<file path="src/rtl/synth_pkg.sv">
// Shared constants and sample type for the synth output path.
package synth_pkg;
  localparam int SAMPLE_RATE    = 48000;
  localparam int SAMPLE_WIDTH   = 16;
  localparam int I2S_SLOT_WIDTH = 32;
  localparam int I2S_FRAME_BITS = 2 * I2S_SLOT_WIDTH;
  localparam int I2S_REQ_BIT    = I2S_FRAME_BITS - 2;

  typedef logic signed [SAMPLE_WIDTH-1:0] sample_t;

  typedef enum logic {
    ST_IDLE = 1'b0,
    ST_RUN  = 1'b1
  } i2s_state_e;
endpackage

</file>
<file path="src/rtl/i2s_bclk_gen.sv">
// BCLK divider: toggles bclk every CLK_DIV clk cycles while en is high.
// Latency: bclk is registered; fall is a combinational strobe in the cycle before bclk drops.
// Backpressure: none, free-running once enabled.
module i2s_bclk_gen #(
  parameter int CLK_DIV = 4
) (
  input  logic clk,
  input  logic reset,
  input  logic en,
  output logic bclk,
  output logic fall
);
  localparam int DIV_W = (CLK_DIV > 1) ? $clog2(CLK_DIV) : 1;
  localparam logic [DIV_W-1:0] DIV_LAST = DIV_W'(CLK_DIV - 1);

  logic [DIV_W-1:0] div_cnt;
  logic             wrap;

  assign wrap = en && (div_cnt == DIV_LAST);
  assign fall = wrap && bclk;

  always_ff @(posedge clk or negedge reset) begin
    if (!reset) begin
      div_cnt <= '0;
      bclk    <= 1'b0;
    end else if (en) begin
      if (wrap) begin
        div_cnt <= '0;
        bclk    <= ~bclk;
      end else begin
        div_cnt <= div_cnt + 1'b1;
      end
    end
  end
endmodule

</file>
<file path="src/rtl/i2s_tx.sv">
// I2S transmitter: paces upstream with sample_req and sends the mono sample MSB-first on both slots.
// Latency: sample captured in frame N is transmitted in frame N+1, MSB at bit 1 of each slot.
// Backpressure: none; upstream must present sample_in in the cycle after sample_req.
module i2s_tx
  import synth_pkg::*;
#(
  parameter int CLK_DIV      = 4,
  parameter int SAMPLE_WIDTH = synth_pkg::SAMPLE_WIDTH,
  parameter int SLOT_WIDTH   = I2S_SLOT_WIDTH
) (
  input  logic                           clk,
  input  logic                           reset,
  input  logic signed [SAMPLE_WIDTH-1:0] sample_in,
  output logic                           sample_req,
  output logic                           bclk,
  output logic                           lrclk,
  output logic                           sdata
);
  localparam int FRAME_BITS = 2 * SLOT_WIDTH;
  localparam int BIT_W      = $clog2(FRAME_BITS);
  localparam logic [BIT_W-1:0] LAST_BIT = BIT_W'(FRAME_BITS - 1);
  localparam logic [BIT_W-1:0] REQ_BIT  = BIT_W'(FRAME_BITS - 2);
  localparam logic [BIT_W-1:0] SLOT_BIT = BIT_W'(SLOT_WIDTH);
  localparam logic [BIT_W-1:0] SW_BIT   = BIT_W'(SAMPLE_WIDTH);
  localparam logic [SAMPLE_WIDTH-1:0] BIT0 = SAMPLE_WIDTH'(1);

  i2s_state_e state, state_nxt;
  logic                    run;
  logic                    fall;
  logic [BIT_W-1:0]        bit_idx, bit_nxt, slot_pos, tap;
  logic                    lrclk_nxt, sdata_nxt;
  logic                    cap_pend;
  logic [SAMPLE_WIDTH-1:0] hold_reg, shift_reg;

  assign run = (state == ST_RUN);

  i2s_bclk_gen #(.CLK_DIV(CLK_DIV)) u_bclk_gen (
    .clk   (clk),
    .reset (reset),
    .en    (run),
    .bclk  (bclk),
    .fall  (fall)
  );

  always_ff @(posedge clk or negedge reset) begin
    if (!reset) state <= ST_IDLE;
    else        state <= state_nxt;
  end

  always_comb begin
    state_nxt = state;
    case (state)
      ST_IDLE: state_nxt = ST_RUN;
      ST_RUN:  state_nxt = ST_RUN;
    endcase
  end

  // Outputs are computed for the bit about to start, so they change together with b.
  always_comb begin
    bit_nxt   = (bit_idx == LAST_BIT) ? '0 : bit_idx + 1'b1;
    lrclk_nxt = (bit_nxt >= SLOT_BIT);
    slot_pos  = lrclk_nxt ? (bit_nxt - SLOT_BIT) : bit_nxt;
    tap       = SW_BIT - slot_pos;
    sdata_nxt = 1'b0;
    if ((slot_pos != '0) && (slot_pos <= SW_BIT))
      sdata_nxt = |(shift_reg & (BIT0 << tap));
  end

  always_ff @(posedge clk or negedge reset) begin
    if (!reset) begin
      bit_idx    <= '0;
      lrclk      <= 1'b0;
      sdata      <= 1'b0;
      sample_req <= 1'b0;
      cap_pend   <= 1'b0;
      hold_reg   <= '0;
      shift_reg  <= '0;
    end else begin
      sample_req <= fall && (bit_nxt == REQ_BIT);
      cap_pend   <= sample_req;
      // Upstream gets the full cycle after sample_req to settle its output.
      if (cap_pend) hold_reg <= sample_in;
      if (fall) begin
        bit_idx <= bit_nxt;
        lrclk   <= lrclk_nxt;
        sdata   <= sdata_nxt;
        if (bit_nxt == '0) shift_reg <= hold_reg;
      end
    end
  end
endmodule

</file>
<file path="config.mk">
export PLATFORM = sky130hd
export DESIGN_NAME = i2s_tx
export DESIGN_NICKNAME = d
export VERILOG_FILES = /design/src/rtl/synth_pkg.sv /design/src/rtl/i2s_bclk_gen.sv /design/src/rtl/i2s_tx.sv
export SDC_FILE = /design/constraint.sdc
export NUM_CORES = 1
export LEC_CHECK = 0
export BUFFER_PORTS_ARGS = -buffer_cell sky130_fd_sc_hd__clkbuf_2
export CORE_ASPECT_RATIO = 0.9
export CORE_MARGIN = 5
export CORE_UTILIZATION = 35
export CTS_CLUSTER_DIAMETER = 40
export DETAILED_ROUTE_END_ITERATION = 8
export PLACE_DENSITY = 0.63
export REMOVE_ABC_BUFFERS = 1
export SLEW_MARGIN = 15
export SYNTH_ARGS = -nofsm -noshare
export SYNTH_HDL_FRONTEND = slang
export SYNTH_HIERARCHICAL = 1
export SYNTH_SLANG_ARGS = --single-unit
export TNS_END_PERCENT = 30
</file>
<file path="constraint.sdc">
create_clock -name clk -period 4.5 [get_ports clk]
set_clock_uncertainty 0.1 [all_clocks]
set_input_delay 0.9 -clock clk [delete_from_list [all_inputs] [get_ports clk]]
set_output_delay 0.9 -clock clk [all_outputs]
set_load 0.01 [all_outputs]
</file>
**Word level (Yosys, flattened, before mapping)**

Index checks and enable logic that the tools add are counted.

- Add/sub/neg operators: 4
- Order comparisons: 2
- Equal/unequal tests: 3
- Shifts and indexed selects: 1
- Multiplexer cells: 4
- Bitwise logic cells: 2
- Reductions and logical operators: 9

Operator list:

| kind | number |
|---|---|
| $and A16 B16 Y16 | 1 |
| $reduce_or A16 Y1 | 1 |
| $shl A1 B6 Y16 const A | 1 |
| $eq A6 B6 Y1 const B | 2 |
| $mux W6 | 2 |
| $add A6 B1 Y6 const B | 1 |
| $ge A6 B6 Y1 const B | 1 |
| $le A6 B5 Y1 const B | 1 |
| $logic_not A6 Y1 | 1 |
| $reduce_bool A6 Y1 | 1 |
| $sub A5 B6 Y6 const A | 1 |
| $sub A6 B6 Y6 const B | 1 |
| $logic_and A1 B1 Y1 | 4 |
| $reduce_and A2 Y1 | 2 |
| $add A2 B1 Y2 const B | 1 |
| $eq A2 B2 Y1 const B | 1 |
| $mux W2 | 1 |
| $mux W1 | 1 |
| $not A1 Y1 | 1 |

- Register bits: 46
- Input bits: 18
- Output and inout port bits: 4
- Word-level logic and storage cells: 35

**Longest topological paths before layout**

Gate-level depths: netlist of run 1.

- Depth after elaboration: 9
- Gate-level depth with buffers: 10

**Hierarchy**

The synthesis of run 1 kept the hierarchy.

Modules (own cells, without submodules):

| module | instances | cells each | area an instance (µm²) | seq. area each (µm²) |
|---|---|---|---|---|
| i2s_tx | 1 | 156 | 2125.8 | 1076.0 |
| i2s_bclk_gen | 1 | 10 | 133.9 | 75.1 |

**Worst setup path after synthesis of run 1**

No wires, ideal clock.

- Path type: reg-to-reg
- Start point: register bit_idx[1]
- End point: register sdata
- Setup time: 0.094 ns
- Arrival time: 1.934 ns
- Data required time: 4.306 ns
- Path slack: 2.372 ns
- Cell stages (with the launch flop): 11
- Path buffers: 2
- Cell sequence: dfrtp_1 ha_1 buf_2 and3_1 buf_2 xnor2_1 ha_1 nand2_1 a311oi_1 a21oi_1 a211oi_1

- Cells in the longest elaborated chain, start to end: 9
- Elaborated cells on any way between the ends: 14
- Those cells by class: add/sub (3); order compare (2); eq/ne (1); shift (1); mux (3); bitwise (1); reduce/logical (3)

Ends and longest elaborated chain:

| what | line | text |
|---|---|---|
| start: declaration | i2s_tx.sv:30 | `logic [BIT_W-1:0] bit_idx, bit_nxt, slot_pos, tap;` |
| start signal: assignment | i2s_tx.sv:84 | `bit_idx <= bit_nxt;` |
| $add A6 B1 Y6 / $eq A6 B6 Y1 (equally long branches) | i2s_tx.sv:60 | `bit_nxt = (bit_idx == LAST_BIT) ? '0 : bit_idx + 1'b1;` |
| $mux W6 * | i2s_tx.sv:60 |  |
| $sub A6 B6 Y6 / $ge A6 B6 Y1 (equally long branches) | i2s_tx.sv:62, i2s_tx.sv:61 |  |
| $mux W6 * | i2s_tx.sv:62 | `slot_pos = lrclk_nxt ? (bit_nxt - SLOT_BIT) : bit_nxt;` |
| $sub A5 B6 Y6 | i2s_tx.sv:63 | `tap = SW_BIT - slot_pos;` |
| $shl A1 B6 Y16 | i2s_tx.sv:66 | `sdata_nxt = \|(shift_reg & (BIT0 << tap));` |
| $and A16 B16 Y16 | i2s_tx.sv:66 |  |
| $reduce_or A16 Y1 | i2s_tx.sv:66 |  |
| $mux W1 * | i2s_tx.sv:65 | `if ((slot_pos != '0) && (slot_pos <= SW_BIT))` |
| end signal: assignment | i2s_tx.sv:86 | `sdata <= sdata_nxt;` |
| end: declaration | i2s_tx.sv:17 | `output logic sdata` |

Mark *: on every way between the ends. The rest lies on a longest branch, timed or not.
A chain may end at the register's enable or synchronous reset.

**Worst setup path after layout of run 1**

- Start point: register bit_idx[0]
- End point: register shift_reg[0]

- Cells in the longest elaborated chain, start to end: 4
- Elaborated cells on any way between the ends: 5
- Those cells by class: add/sub (1); eq/ne (1); mux (1); reduce/logical (2)

Ends and longest elaborated chain:

| what | line | text |
|---|---|---|
| $add A6 B1 Y6 / $eq A6 B6 Y1 (equally long branches) | i2s_tx.sv:60 |  |
| $mux W6 * | i2s_tx.sv:60 |  |
| $logic_not A6 Y1 * | i2s_tx.sv:87 | `if (bit_nxt == '0) shift_reg <= hold_reg;` |
| $reduce_and A2 Y1 (no line) * | n/a |  |
| end signal: assignment | i2s_tx.sv:87 |  |
| end: declaration | i2s_tx.sv:33 | `logic [SAMPLE_WIDTH-1:0] hold_reg, shift_reg;` |

Marked as above.

==> results of run 1 <==
==> layout make-up <==
class / instances / area [um^2]
Multi-Input combinational cell: 105 / 1016
Clock inverter: 1 / 30.03
Sequential cell: 46 / 1151
Tap cell: 87 / 108.9
Fill cell: 592 / 3666
Timing Repair Buffer: 22 / 112.6
Inverter: 4 / 15.01
Clock buffer: 6 / 82.58
==> path summary, 6_finish.rpt <==
kind,end,slack [ns],depth (start not counted)
max,shift_reg[0]$_DFFE_PN0P_,1.85,4
min,cap_pend$_DFF_PN0_,0.28,0
max reg2reg,shift_reg[0]$_DFFE_PN0P_,1.85,4
min reg2reg,cap_pend$_DFF_PN0_,0.28,0
max in group asynchronous,hold_reg[7]$_DFFE_PN0P_,3.33,2
min in group asynchronous,hold_reg[12]$_DFFE_PN0P_,0.58,2
==> power breakdown <==
| group | internal, mW | leakage [nW] | total [mW] | switching, mW |
|---|---|---|---|---|
| combinational | 0.137 | 0.512 | 0.283 | 0.147 |
| clock | 0.178 | 0.0573 | 0.308 | 0.130 |
| sequential | 0.445 | 0.626 | 0.513 | 0.0678 |
| total | 0.760 | 1.19 | 1.10 | 0.344 |
==> kinds of logic (layout without fill, tap and decap cells) <==
logic type / Yosys count / count (layout)
flip-flops: 46 / 46
multiplexers: 42 / 42
AND/OR/NAND/NOR: 30 / 30
AO/OA/AOI/OAI: 22 / 22
buffers and inverters: 15 / 33
XOR/XNOR: 6 / 6
adder cells (fa/ha/maj): 4 / 4
other: 1 / 1
==> critical path, cell delays in order, from the launching register on <==
cell and delay (ns):
sky130_fd_sc_hd__dfrtp_1 0.55, sky130_fd_sc_hd__ha_1 0.38, sky130_fd_sc_hd__nand2_1 0.20, sky130_fd_sc_hd__nor3b_4 0.87, sky130_fd_sc_hd__mux2_2 0.41
==> cells in the mapped netlist (all sizes together) <==
cell	n	area (um^2)
mux2	36	442.9
nor4bb	1	10.01
o32ai	1	16.27
a311oi	1	8.760
or4b	1	10.01
nor4b	1	23.77
o2111ai	1	8.760
ha	4	50.05
mux4	3	67.56
mux2i	3	30.03
a31oi	2	18.77
a21oi	5	25.02
nor2b	3	18.77
and4b	1	10.01
dfrtp	46	1151
nor3	1	5.000
a211oi	3	27.52
nor2	4	15.01
clkbuf	3	11.26
nand2	9	33.78
xnor2	4	35.03
inv	4	15.01
nor3b	2	26.28
o211a	1	10.01
conb	1	3.750
nand3	2	15.01
a21boi	2	15.01
a211o	1	8.760
buf	8	66.31
nand4	1	6.260
and3	2	13.77
xor2	2	17.52
o21ai	4	20.02
nand4b	1	8.760
nor4	1	6.260
a21o	1	7.510
==> stage by stage <==
step	utilization, %	worst slack, ns
floorplan	-	2.228
global placement	38.88	1.867
detailed placement	38.88	1.800
CTS	40.70	1.806
global route	40.70	1.678
finish	40.70	1.855
==> layer usage <==
metal,up-vias,GRT usage (%)
li1,635,-
met1,682,12.85
met2,25,15.88
met3,7,2.517
met4,0,3.145
met5,-,0
==> placed cells by master (no fill, tap or decap), drive strengths merged, types with 2 or more instances in the layout <==
cell type  count
xnor2          4
clkbuf        27
nor3b          2
a31oi          2
nand2          9
xor2           2
o21ai          4
mux2i          3
mux4           3
nor2           4
and3           2
a211oi         3
ha             4
inv            4
dfrtp         46
a21oi          5
mux2          36
a21boi         2
nor2b          3
nand3          2
==> run_summary.xml, run 1 <==
<?xml version="1.0" encoding="UTF-8"?>
<metrics>
  <group name="synth">
    <metric name="synth_top_family_by_area" unit="">multiplexers</metric>
    <metric name="synth_area_in_compound_gates" unit="%">7.364</metric>
    <metric name="synth_xor_area_share" unit="%">2.326</metric>
    <metric name="synth-simple-area-share" unit="%">8.970</metric>
    <metric name="share_of_synthesized_area_spent_on_multiplexers" unit="%">23.92</metric>
    <metric name="synth_area_per_cell" unit="um^2">13.61</metric>
    <metric name="syn-cell-area" unit="mm^2">0.002260</metric>
    <metric name="ys_types" unit="">46</metric>
    <metric name="post_synth_inst_count" unit="">166</metric>
    <metric name="synth_adder_area_share" unit="%">2.215</metric>
    <metric name="yosys_warnings" unit="">6</metric>
    <metric name="synth_seq_area_share" unit="%">50.94</metric>
    <metric name="synth.ff_latch_count" unit="">46</metric>
  </group>
  <group name="detailed_routing">
    <metric name="routed-wl-met2" unit="um">1731</metric>
    <metric name="total_number_of_vias" unit="">1349</metric>
    <metric name="post-route-drc-count" unit="">0</metric>
    <metric name="detail_route.vias_per_cell" unit="">4.978</metric>
    <metric name="routedWlPerCell" unit="um">13.32</metric>
    <metric name="detailedRoute.firstPassIterationCount" unit="">4</metric>
    <metric name="ant_nets" unit="">0</metric>
    <metric name="route.layer.met1.wl" unit="um">1679</metric>
    <metric name="route.met3.wl" unit="um">142</metric>
    <metric name="top_layer_used" unit="">met4</metric>
    <metric name="detail_route.iter0.violations" unit="">125</metric>
    <metric name="drt-total-wl" unit="um">3610</metric>
  </group>
  <group name="grt">
    <metric name="number_of_global_route_vias_before_repair" unit="">1372</metric>
    <metric name="gr_overflow_total" unit="">0</metric>
    <metric name="grt_usage" unit="%">9.805</metric>
    <metric name="grt_max_degree" unit="">47</metric>
    <metric name="wire_length_of_the_first_global_routing_pass" unit="um">6375</metric>
    <metric name="initial_antenna_violation_count" unit="">0</metric>
  </group>
  <group name="worst_setup_path">
    <metric name="reg2reg_from" unit="">bit_idx[0]$_DFFE_PN0P_</metric>
    <metric name="startpoint_type" unit="">flop</metric>
    <metric name="setup.worst_path.class" unit="">reg -&gt; reg</metric>
    <metric name="endpoint_kind" unit="">flop</metric>
    <metric name="crit_start" unit="">bit_idx[0]$_DFFE_PN0P_</metric>
    <metric name="crit_required" unit="ns">4.58</metric>
    <metric name="critPathMaxFanout" unit="">16</metric>
    <metric name="cp_data_arrival_time" unit="ns">2.73</metric>
  </group>
  <group name="timing">
    <metric name="worst-slew-pin-transition" unit="ns">1.017</metric>
    <metric name="number_of_failing_hold_endpoints_at_the_final_stage" unit="">0</metric>
    <metric name="setup-tns-final" unit="ns">0</metric>
    <metric name="min_period_over_period" unit="%">58.78</metric>
    <metric name="grt_setup_unrepaired" unit="">false</metric>
    <metric name="worst_slew_margin_rel" unit="%">32.14</metric>
    <metric name="hold_slack" unit="ns">0.2850</metric>
    <metric name="timing.final.setup_violations" unit="">0</metric>
    <metric name="post-route-min-period" unit="ns">2.645</metric>
    <metric name="report.final.slew_viol_count" unit="">0</metric>
    <metric name="fmax" unit="MHz">378.1</metric>
  </group>
  <group name="clock_network">
    <metric name="tritoncts" unit="">yes</metric>
    <metric name="h-tree-depth" unit="">2</metric>
    <metric name="clkSlewWorstSetupHoldPaths" unit="ns">0.08</metric>
    <metric name="cts_setup_buffers" unit="">0</metric>
    <metric name="tritoncts_num_sinks" unit="">46</metric>
    <metric name="cts.path.max_buffers" unit="">2</metric>
    <metric name="cts_root_buffer" unit="">sky130_fd_sc_hd__clkbuf_8</metric>
    <metric name="total_of_hold_buffers_inserted_after_clock_tree_synthesis" unit="">0</metric>
    <metric name="worstSkewPairLatency" unit="ns">0.29</metric>
    <metric name="cts-buffers-inserted" unit="">5</metric>
    <metric name="postCtsResizedCells" unit="">0</metric>
  </group>
  <group name="floorplan">
    <metric name="effective_utilization_at_floorplan" unit="%">36.55</metric>
    <metric name="fp.coreArea" unit="mm^2">0.006182</metric>
    <metric name="die-area" unit="mm^2">0.008165</metric>
    <metric name="ports" unit="">22</metric>
    <metric name="dieHeight" unit="um">86.23</metric>
    <metric name="std_cell_rows" unit="">27</metric>
    <metric name="die_width" unit="um">94.70</metric>
  </group>
  <group name="power_and_ir_drop">
    <metric name="p_leak" unit="nW">1.195</metric>
    <metric name="power" unit="mW">1.104</metric>
    <metric name="peakVddDrop" unit="uV">180.8</metric>
    <metric name="power.density" unit="mW/mm^2">438.7</metric>
  </group>
  <group name="placement">
    <metric name="dpl_cell_area" unit="mm^2">0.002404</metric>
    <metric name="dp_hpwl" unit="um">2504</metric>
    <metric name="placedCellCount" unit="">264</metric>
    <metric name="io_buffer_count" unit="">21</metric>
    <metric name="gp_congestion" unit="">0.8433</metric>
  </group>
  <group name="layout">
    <metric name="postLayoutCellArea" unit="mm^2">0.002516</metric>
    <metric name="design.final.nets" unit="">206</metric>
    <metric name="num_antenna_cells" unit="">0</metric>
    <metric name="share_of_cells_above_drive_strength_1" unit="%">41.30</metric>
    <metric name="flow.area_growth_from_synthesis" unit="%">11.35</metric>
    <metric name="final-instance-count-excl-fill" unit="">271</metric>
  </group>
  <group name="hold_path">
    <metric name="holdCritPathClass" unit="">reg -&gt; reg</metric>
    <metric name="hold_start" unit="">sample_req$_DFF_PN0_</metric>
  </group>
  <group name="status">
    <metric name="run_status" unit="">completed</metric>
  </group>
  <group name="flow_run">
    <metric name="max_cap_violations" unit="">0</metric>
  </group>
</metrics>
No activity file was read; power rests on OpenSTA's default activity.
==> run 2: changes to the inputs <==
ABC_AREA = 1   (was unset)
PLACE_DENSITY = 0.65   (was 0.63)
clock period = 2.3 ns   (was 4.5 ns; I/O delays follow)
==> run_summary.xml, run 2 <==
<?xml version="1.0" encoding="UTF-8"?>
<metrics>
  <group name="floorplan">
    <metric name="dieHeight" unit="um">85.49</metric>
    <metric name="die_width" unit="um">93.87</metric>
    <metric name="std_cell_rows" unit="">27</metric>
    <metric name="die-area" unit="mm^2">0.008024</metric>
    <metric name="effective_utilization_at_floorplan" unit="%">36.04</metric>
    <metric name="ports" unit="">22</metric>
    <metric name="fp.coreArea" unit="mm^2">0.006148</metric>
  </group>
  <group name="layout">
    <metric name="share_of_cells_above_drive_strength_1" unit="%">19.50</metric>
    <metric name="layout_commonest_cell" unit="">sky130_fd_sc_hd__nand2_1</metric>
    <metric name="flow.area_growth_from_synthesis" unit="%">13.72</metric>
    <metric name="design.final.nets" unit="">303</metric>
    <metric name="nFillCells" unit="">640</metric>
    <metric name="num_antenna_cells" unit="">0</metric>
    <metric name="final_cell_mix" unit="">sky130_fd_sc_hd__nand2_1 (65), sky130_fd_sc_hd__dfrtp_1 (44), sky130_fd_sc_hd__inv_1 (35)</metric>
  </group>
  <group name="clock_network">
    <metric name="postCtsResizedCells" unit="">0</metric>
    <metric name="total_of_hold_buffers_inserted_after_clock_tree_synthesis" unit="">0</metric>
    <metric name="tritoncts" unit="">yes</metric>
    <metric name="h-tree-depth" unit="">2</metric>
    <metric name="cts-buffers-inserted" unit="">5</metric>
    <metric name="tritoncts_num_sinks" unit="">46</metric>
    <metric name="clkSlewWorstSetupHoldPaths" unit="ns">0.09</metric>
    <metric name="worstSkewPairLatency" unit="ns">0.30</metric>
    <metric name="cts.path.max_buffers" unit="">2</metric>
    <metric name="cts_root_buffer" unit="">sky130_fd_sc_hd__clkbuf_8</metric>
    <metric name="cts_setup_buffers" unit="">0</metric>
  </group>
  <group name="synth">
    <metric name="synth_commonest_cells" unit="">sky130_fd_sc_hd__nand2_1 (65), sky130_fd_sc_hd__dfrtp_1 (46), sky130_fd_sc_hd__inv_1 (35)</metric>
    <metric name="post_synth_inst_count" unit="">255</metric>
    <metric name="synth_area_per_cell" unit="um^2">8.690</metric>
    <metric name="netlist_top_cells_area" unit="">sky130_fd_sc_hd__dfrtp_1 (52%), sky130_fd_sc_hd__nand2_1 (11%), sky130_fd_sc_hd__inv_1 (5.9%)</metric>
    <metric name="synth_enable_flop_cells" unit="">0</metric>
    <metric name="synth_seq_area_share" unit="%">51.95</metric>
    <metric name="synth_top_cell_area_share" unit="%">51.95</metric>
    <metric name="synth.largest_area_cell" unit="">sky130_fd_sc_hd__dfrtp_1</metric>
    <metric name="synthArstFlopShare" unit="%">100.0</metric>
    <metric name="synth.ff_latch_count" unit="">46</metric>
    <metric name="ys_types" unit="">27</metric>
    <metric name="ys_dominant_reg_cell" unit="">sky130_fd_sc_hd__dfrtp_1</metric>
    <metric name="syn-cell-area" unit="mm^2">0.002216</metric>
    <metric name="yosys_warnings" unit="">6</metric>
    <metric name="yosysMostFrequentCell" unit="">sky130_fd_sc_hd__nand2_1</metric>
  </group>
  <group name="worst_setup_path">
    <metric name="startpoint_type" unit="">flop</metric>
    <metric name="crit_start" unit="">bit_idx[0]$_DFFE_PN0P_</metric>
    <metric name="worst_path_most_repeated_cell" unit="">sky130_fd_sc_hd__nand2_1</metric>
    <metric name="cp_data_arrival_time" unit="ns">2.18</metric>
    <metric name="setup.worst_path.class" unit="">reg -&gt; reg</metric>
    <metric name="crit_required" unit="ns">2.39</metric>
    <metric name="reg2reg_from" unit="">bit_idx[0]$_DFFE_PN0P_</metric>
    <metric name="path_buf_inv" unit="">1</metric>
    <metric name="critical_path_s_top_delay_family" unit="">simple AND/OR/NAND/NOR gates</metric>
    <metric name="reg2reg_slack" unit="ns">0.22</metric>
    <metric name="critPathMaxFanout" unit="">6</metric>
    <metric name="endpoint_kind" unit="">flop</metric>
    <metric name="crit_slowest_cell" unit="">sky130_fd_sc_hd__dfrtp_2</metric>
    <metric name="crit_path_cell_trace" unit="">ha_1 -&gt; nand2_2 -&gt; o21ai_0 -&gt; nand2_2 -&gt; inv_4 -&gt; nand2_4 -&gt; nand4_1 -&gt; nand2_1 -&gt; nor2_1 -&gt; nand3_1 -&gt; nand2_1 -&gt; nand2_1 -&gt; nand2_1 -&gt; nand2_1</metric>
    <metric name="timing.critical_path.slowest_cell_delay" unit="ns">0.42</metric>
  </group>
  <group name="timing">
    <metric name="hold_slack" unit="ns">0.04870</metric>
    <metric name="report.final.slew_viol_count" unit="">0</metric>
    <metric name="fmax" unit="MHz">479.7</metric>
    <metric name="setup-tns-final" unit="ns">0</metric>
    <metric name="worst_slew_margin_rel" unit="%">61.00</metric>
    <metric name="min_period_over_period" unit="%">90.63</metric>
    <metric name="final_critical_path_setup_slack" unit="ns">0.2155</metric>
    <metric name="post-route-min-period" unit="ns">2.085</metric>
    <metric name="worst-slew-pin-transition" unit="ns">0.5850</metric>
    <metric name="number_of_failing_hold_endpoints_at_the_final_stage" unit="">0</metric>
    <metric name="grt_setup_unrepaired" unit="">false</metric>
    <metric name="timing.final.setup_violations" unit="">0</metric>
  </group>
  <group name="detailed_routing">
    <metric name="ant_nets" unit="">0</metric>
    <metric name="detailedRoute.firstPassIterationCount" unit="">4</metric>
    <metric name="detail_route.iter0.violations" unit="">69</metric>
    <metric name="total_number_of_vias" unit="">1642</metric>
    <metric name="drt-total-wl" unit="um">3975</metric>
    <metric name="routedWlPerCell" unit="um">10.77</metric>
    <metric name="detail_route.vias_per_cell" unit="">4.450</metric>
    <metric name="post-route-drc-count" unit="">0</metric>
  </group>
  <group name="power_and_ir_drop">
    <metric name="power.density" unit="mW/mm^2">781.1</metric>
    <metric name="p_leak" unit="nW">1.343</metric>
    <metric name="peakVddDrop" unit="uV">292.8</metric>
  </group>
  <group name="placement">
    <metric name="io_buffer_count" unit="">21</metric>
    <metric name="dp_hpwl" unit="um">2935</metric>
    <metric name="dp_slack" unit="ns">0.1217</metric>
    <metric name="gp_congestion" unit="">0.8973</metric>
  </group>
  <group name="flow_run">
    <metric name="max_cap_violations" unit="">0</metric>
  </group>
  <group name="grt">
    <metric name="wire_length_of_the_first_global_routing_pass" unit="um">7445</metric>
    <metric name="grt_usage" unit="%">11.58</metric>
    <metric name="number_of_global_route_vias_before_repair" unit="">1636</metric>
    <metric name="grt_max_degree" unit="">33</metric>
    <metric name="gr_overflow_total" unit="">0</metric>
    <metric name="initial_antenna_violation_count" unit="">0</metric>
  </group>
  <group name="status">
    <metric name="run_status" unit="">completed</metric>
  </group>
  <group name="hold_path">
    <metric name="holdCritPathClass" unit="">in -&gt; async</metric>
  </group>
</metrics>
run 2: final timing paths:
path                       depth (start not counted)                        to
min in group clk                                   3   hold_reg[7]$_DFFE_PN0P_
hold reg to reg                                    0        cap_pend$_DFF_PN0_
max in group asynchronous                          2    bit_idx[0]$_DFFE_PN0P_
setup / recovery                                  14         sdata$_DFFE_PN0P_
setup reg to reg                                  14         sdata$_DFFE_PN0P_
hold / removal                                     1  hold_reg[13]$_DFFE_PN0P_
run 2: kinds of logic after synthesis:
| group | count (synthesis) | synth area share, % |
|---|---|---|
| flip-flops | 46 | 51.95 |
| buffers and inverters | 45 | 9.260 |
| XOR/XNOR | 1 | 0.3953 |
| adder cells (fa/ha/maj) | 4 | 2.259 |
| other | 1 | 0.1692 |
| AND/OR/NAND/NOR | 116 | 26.31 |
| AO/OA/AOI/OAI | 42 | 9.655 |
run 2: cell type report:
| class | instances | area (um^2) | area share (%) |
|---|---|---|---|
| clock buffer | 6 | 72.57 | 2.880 |
| clock inverter | 2 | 13.76 | 0.5462 |
| inverter | 37 | 141.4 | 5.611 |
| multi-input combinational | 164 | 867.1 | 34.41 |
| sequential | 46 | 1154 | 45.78 |
| tap | 87 | 108.9 | 4.320 |
| timing repair buffer | 27 | 162.7 | 6.455 |
run 2: worst register-to-register path: stages, from the launching register on:
cell	delay, ns
sky130_fd_sc_hd__dfrtp_2	0.42
sky130_fd_sc_hd__ha_1	0.22
sky130_fd_sc_hd__nand2_2	0.13
sky130_fd_sc_hd__o21ai_0	0.21
sky130_fd_sc_hd__nand2_2	0.13
sky130_fd_sc_hd__inv_4	0.13
sky130_fd_sc_hd__nand2_4	0.08
sky130_fd_sc_hd__nand4_1	0.08
sky130_fd_sc_hd__nand2_1	0.05
sky130_fd_sc_hd__nor2_1	0.15
sky130_fd_sc_hd__nand3_1	0.09
sky130_fd_sc_hd__nand2_1	0.06
sky130_fd_sc_hd__nand2_1	0.05
sky130_fd_sc_hd__nand2_1	0.05
sky130_fd_sc_hd__nand2_1	0.04
run 2: layer usage:
| layer | vias up | GRT usage [%] | part of all wire, % |
|---|---|---|---|
| met2 | 27 | 17.86 | 45 |
| met4 | 0 | 3.150 | 0.50 |
| li1 | 859 | - | - |
| met5 | - | 0 | 0 |
| met3 | 2 | 4.167 | 4.5 |
| met1 | 754 | 15.38 | 50 |
run 2: power breakdown:
group	switching (mW)	total [mW]	internal [mW]
Sequential	0.0636	0.930	0.866
Clock	0.271	0.486	0.215
Combinational	0.357	0.553	0.195
run 2: per-stage QoR:
stage	util (%)	instances	instance area [um^2]	total power, mW
after floorplan	-	247	2152	1.310
after global placement	39.42	361	2424	1.463
after detailed placement	39.42	361	2424	1.480
after CTS	40.82	369	2510	1.975
after global routing	40.98	369	2520	2.123
final	40.98	369	2520	1.968
==> run 3: changes to the inputs <==
CORE_UTILIZATION = 52   (was 35)
PLACE_DENSITY = 0.85   (was 0.65)
==> run_summary.xml, run 3 (same netlist as run 2, synthesis figures left out) <==
<?xml version="1.0" encoding="UTF-8"?>
<metrics>
  <group name="floorplan">
    <metric name="die-area" unit="mm^2">0.005669</metric>
    <metric name="effective_utilization_at_floorplan" unit="%">54.03</metric>
    <metric name="ports" unit="">22</metric>
    <metric name="fp.coreArea" unit="mm^2">0.004101</metric>
    <metric name="std_cell_rows" unit="">22</metric>
    <metric name="die_width" unit="um">78.81</metric>
    <metric name="dieHeight" unit="um">71.93</metric>
  </group>
  <group name="clock_network">
    <metric name="clkSlewWorstSetupHoldPaths" unit="ns">0.08</metric>
    <metric name="tritoncts" unit="">yes</metric>
    <metric name="cts_setup_buffers" unit="">0</metric>
    <metric name="cts-buffers-inserted" unit="">5</metric>
    <metric name="worstSkewPairLatency" unit="ns">0.30</metric>
    <metric name="tritoncts_num_sinks" unit="">46</metric>
    <metric name="h-tree-depth" unit="">2</metric>
    <metric name="cts.path.max_buffers" unit="">2</metric>
    <metric name="total_of_hold_buffers_inserted_after_clock_tree_synthesis" unit="">0</metric>
    <metric name="cts_root_buffer" unit="">sky130_fd_sc_hd__clkbuf_8</metric>
  </group>
  <group name="grt">
    <metric name="initial_antenna_violation_count" unit="">0</metric>
    <metric name="wire_length_of_the_first_global_routing_pass" unit="um">6824</metric>
    <metric name="grt_max_degree" unit="">47</metric>
    <metric name="grt_usage" unit="%">15.20</metric>
    <metric name="number_of_global_route_vias_before_repair" unit="">1648</metric>
    <metric name="gr_overflow_total" unit="">0</metric>
  </group>
  <group name="layout">
    <metric name="share_of_cells_above_drive_strength_1" unit="%">18.51</metric>
    <metric name="seq_area" unit="mm^2">0.001152</metric>
    <metric name="final_cell_mix" unit="">sky130_fd_sc_hd__nand2_1 (65), sky130_fd_sc_hd__dfrtp_1 (45), sky130_fd_sc_hd__inv_1 (35)</metric>
    <metric name="layout_commonest_cell" unit="">sky130_fd_sc_hd__nand2_1</metric>
    <metric name="num_antenna_cells" unit="">0</metric>
    <metric name="design.final.nets" unit="">302</metric>
    <metric name="multi_input_area" unit="um^2">864.6</metric>
    <metric name="final-instance-count-excl-fill" unit="">329</metric>
    <metric name="nFillCells" unit="">371</metric>
    <metric name="flow.area_growth_from_synthesis" unit="%">11.52</metric>
  </group>
  <group name="detailed_routing">
    <metric name="drt-total-wl" unit="um">3934</metric>
    <metric name="total_number_of_vias" unit="">1682</metric>
    <metric name="detail_route.vias_per_cell" unit="">5.112</metric>
    <metric name="ant_nets" unit="">0</metric>
    <metric name="detailedRoute.firstPassIterationCount" unit="">4</metric>
    <metric name="detail_route.iter0.violations" unit="">74</metric>
    <metric name="routedWlPerCell" unit="um">11.96</metric>
    <metric name="post-route-drc-count" unit="">0</metric>
  </group>
  <group name="timing">
    <metric name="timing.final.setup_violations" unit="">0</metric>
    <metric name="fmax" unit="MHz">468.8</metric>
    <metric name="min_period_over_period" unit="%">92.75</metric>
    <metric name="final_critical_path_setup_slack" unit="ns">0.1668</metric>
    <metric name="hold_slack" unit="ns">0.1305</metric>
    <metric name="worst-slew-pin-transition" unit="ns">0.5488</metric>
    <metric name="report.final.slew_viol_count" unit="">0</metric>
    <metric name="worst_slew_margin_rel" unit="%">63.41</metric>
    <metric name="number_of_failing_hold_endpoints_at_the_final_stage" unit="">0</metric>
    <metric name="post-route-min-period" unit="ns">2.133</metric>
    <metric name="setup-tns-final" unit="ns">0</metric>
  </group>
  <group name="flow_run">
    <metric name="max_cap_violations" unit="">0</metric>
  </group>
  <group name="worst_setup_path">
    <metric name="reg2reg_from" unit="">bit_idx[1]$_DFFE_PN0P_</metric>
    <metric name="cp_data_arrival_time" unit="ns">2.27</metric>
    <metric name="critPathMaxFanout" unit="">6</metric>
    <metric name="rr_worst_depth" unit="">13</metric>
    <metric name="timing.rr.end" unit="">sdata$_DFFE_PN0P_</metric>
    <metric name="startpoint_type" unit="">flop</metric>
    <metric name="crit_required" unit="ns">2.44</metric>
    <metric name="endpoint_kind" unit="">flop</metric>
    <metric name="reg2reg_slack" unit="ns">0.17</metric>
    <metric name="setup.worst_path.class" unit="">reg -&gt; reg</metric>
  </group>
  <group name="status">
    <metric name="run_status" unit="">completed</metric>
  </group>
  <group name="power_and_ir_drop">
    <metric name="power.internal" unit="mW">1.375</metric>
    <metric name="p_comb_share" unit="%">26.2</metric>
    <metric name="peakVddDrop" unit="uV">526.2</metric>
    <metric name="share_seq_of_total_power" unit="%">45.2</metric>
    <metric name="switchingPower" unit="uW">681.1</metric>
    <metric name="clock_power_share" unit="%">28.6</metric>
    <metric name="p_leak" unit="nW">1.339</metric>
    <metric name="switching_share" unit="%">33.13</metric>
    <metric name="power.density" unit="mW/mm^2">831.9</metric>
    <metric name="power" unit="mW">2.056</metric>
  </group>
  <group name="placement">
    <metric name="gp_congestion" unit="">0.9518</metric>
    <metric name="dp_slack" unit="ns">0.1074</metric>
    <metric name="placedCellCount" unit="">321</metric>
    <metric name="dp_hpwl" unit="um">2802</metric>
    <metric name="io_buffer_count" unit="">21</metric>
  </group>
  <group name="hold_path">
    <metric name="holdCritPathClass" unit="">in -&gt; async</metric>
  </group>
</metrics>
-- run 3: changes by cell type in the layout (fill, tap and decap cells not counted), sizes merged --
cell	previous run	this run
clkinv	2	0
bufinv	0	1
clkinvlp	0	1
buf	6	5
-- run 3: area by class of cell --
type | count | share of cell area, %
Sequential cell | 46 | 46.63
Tap cell | 48 | 2.430
Clock inverter | 2 | 1.519
Timing Repair Buffer | 26 | 5.772
Clock buffer | 6 | 2.937
Inverter | 37 | 5.722
Multi-Input combinational cell | 164 | 34.99
-- run 3: through the flow --
stage                     area, um^2  util, %
after detailed placement        2355    57.41
after global placement          2355    57.41
after CTS                       2465    60.10
final                           2471    60.25
after floorplan                 2152        -
after global routing            2471    60.25
-- run 3: power by group through the flow --
stage	clock network, mW	logic [mW]	registers, mW
final	0.587	0.539	0.929
after floorplan	0	0.371	0.940
after CTS	0.599	0.535	0.925
after global placement	0	0.510	0.936
after detailed placement	0	0.527	0.940
after global routing	0.633	0.594	0.936
-- run 3: worst max path at each step --
| stage | from | cells after the start | endpoint |
|---|---|---|---|
| CTS | bit_idx[0]$_DFFE_PN0P_ | 10 | shift_reg[0]$_DFFE_PN0P_ |
| global placement | bit_idx[0]$_DFFE_PN0P_ | 10 | shift_reg[4]$_DFFE_PN0P_ |
| detailed placement | bit_idx[0]$_DFFE_PN0P_ | 10 | shift_reg[0]$_DFFE_PN0P_ |
| finish | bit_idx[1]$_DFFE_PN0P_ | 13 | sdata$_DFFE_PN0P_ |
| global route | bit_idx[1]$_DFFE_PN0P_ | 15 | sdata$_DFFE_PN0P_ |
| floorplan | bit_idx[0]$_DFFE_PN0P_ | 14 | sdata$_DFFE_PN0P_ |
-- run 3: routing by layer --
layer,up-vias,wire length (um),track usage (%)
met2,23,1921,26.77
li1,860,-,-
met1,787,1755,17.22
met3,12,151,3.846
met5,-,0,0
met4,0,105,7.634
-- run 3: worst max-delay path: stages, from the launching register on --
cell and delay, ns:
sky130_fd_sc_hd__dfrtp_1 0.42, sky130_fd_sc_hd__inv_1 0.06, sky130_fd_sc_hd__ha_1 0.38, sky130_fd_sc_hd__inv_1 0.08
sky130_fd_sc_hd__buf_4 0.16, sky130_fd_sc_hd__a21oi_1 0.28, sky130_fd_sc_hd__nand4_1 0.16, sky130_fd_sc_hd__nand2_1 0.08
sky130_fd_sc_hd__nor2_1 0.05, sky130_fd_sc_hd__nand3_1 0.08, sky130_fd_sc_hd__nand2_1 0.05, sky130_fd_sc_hd__nand2_1 0.06
sky130_fd_sc_hd__nand2_1 0.05, sky130_fd_sc_hd__nand2_1 0.06
-- run 3: repair_timing --
item / 4_1_cts / 5_1_grt
resized for setup: 0 / 4
endpoints found under the hold margin: 0 / 0
setup endpoints to repair: 0 / 17
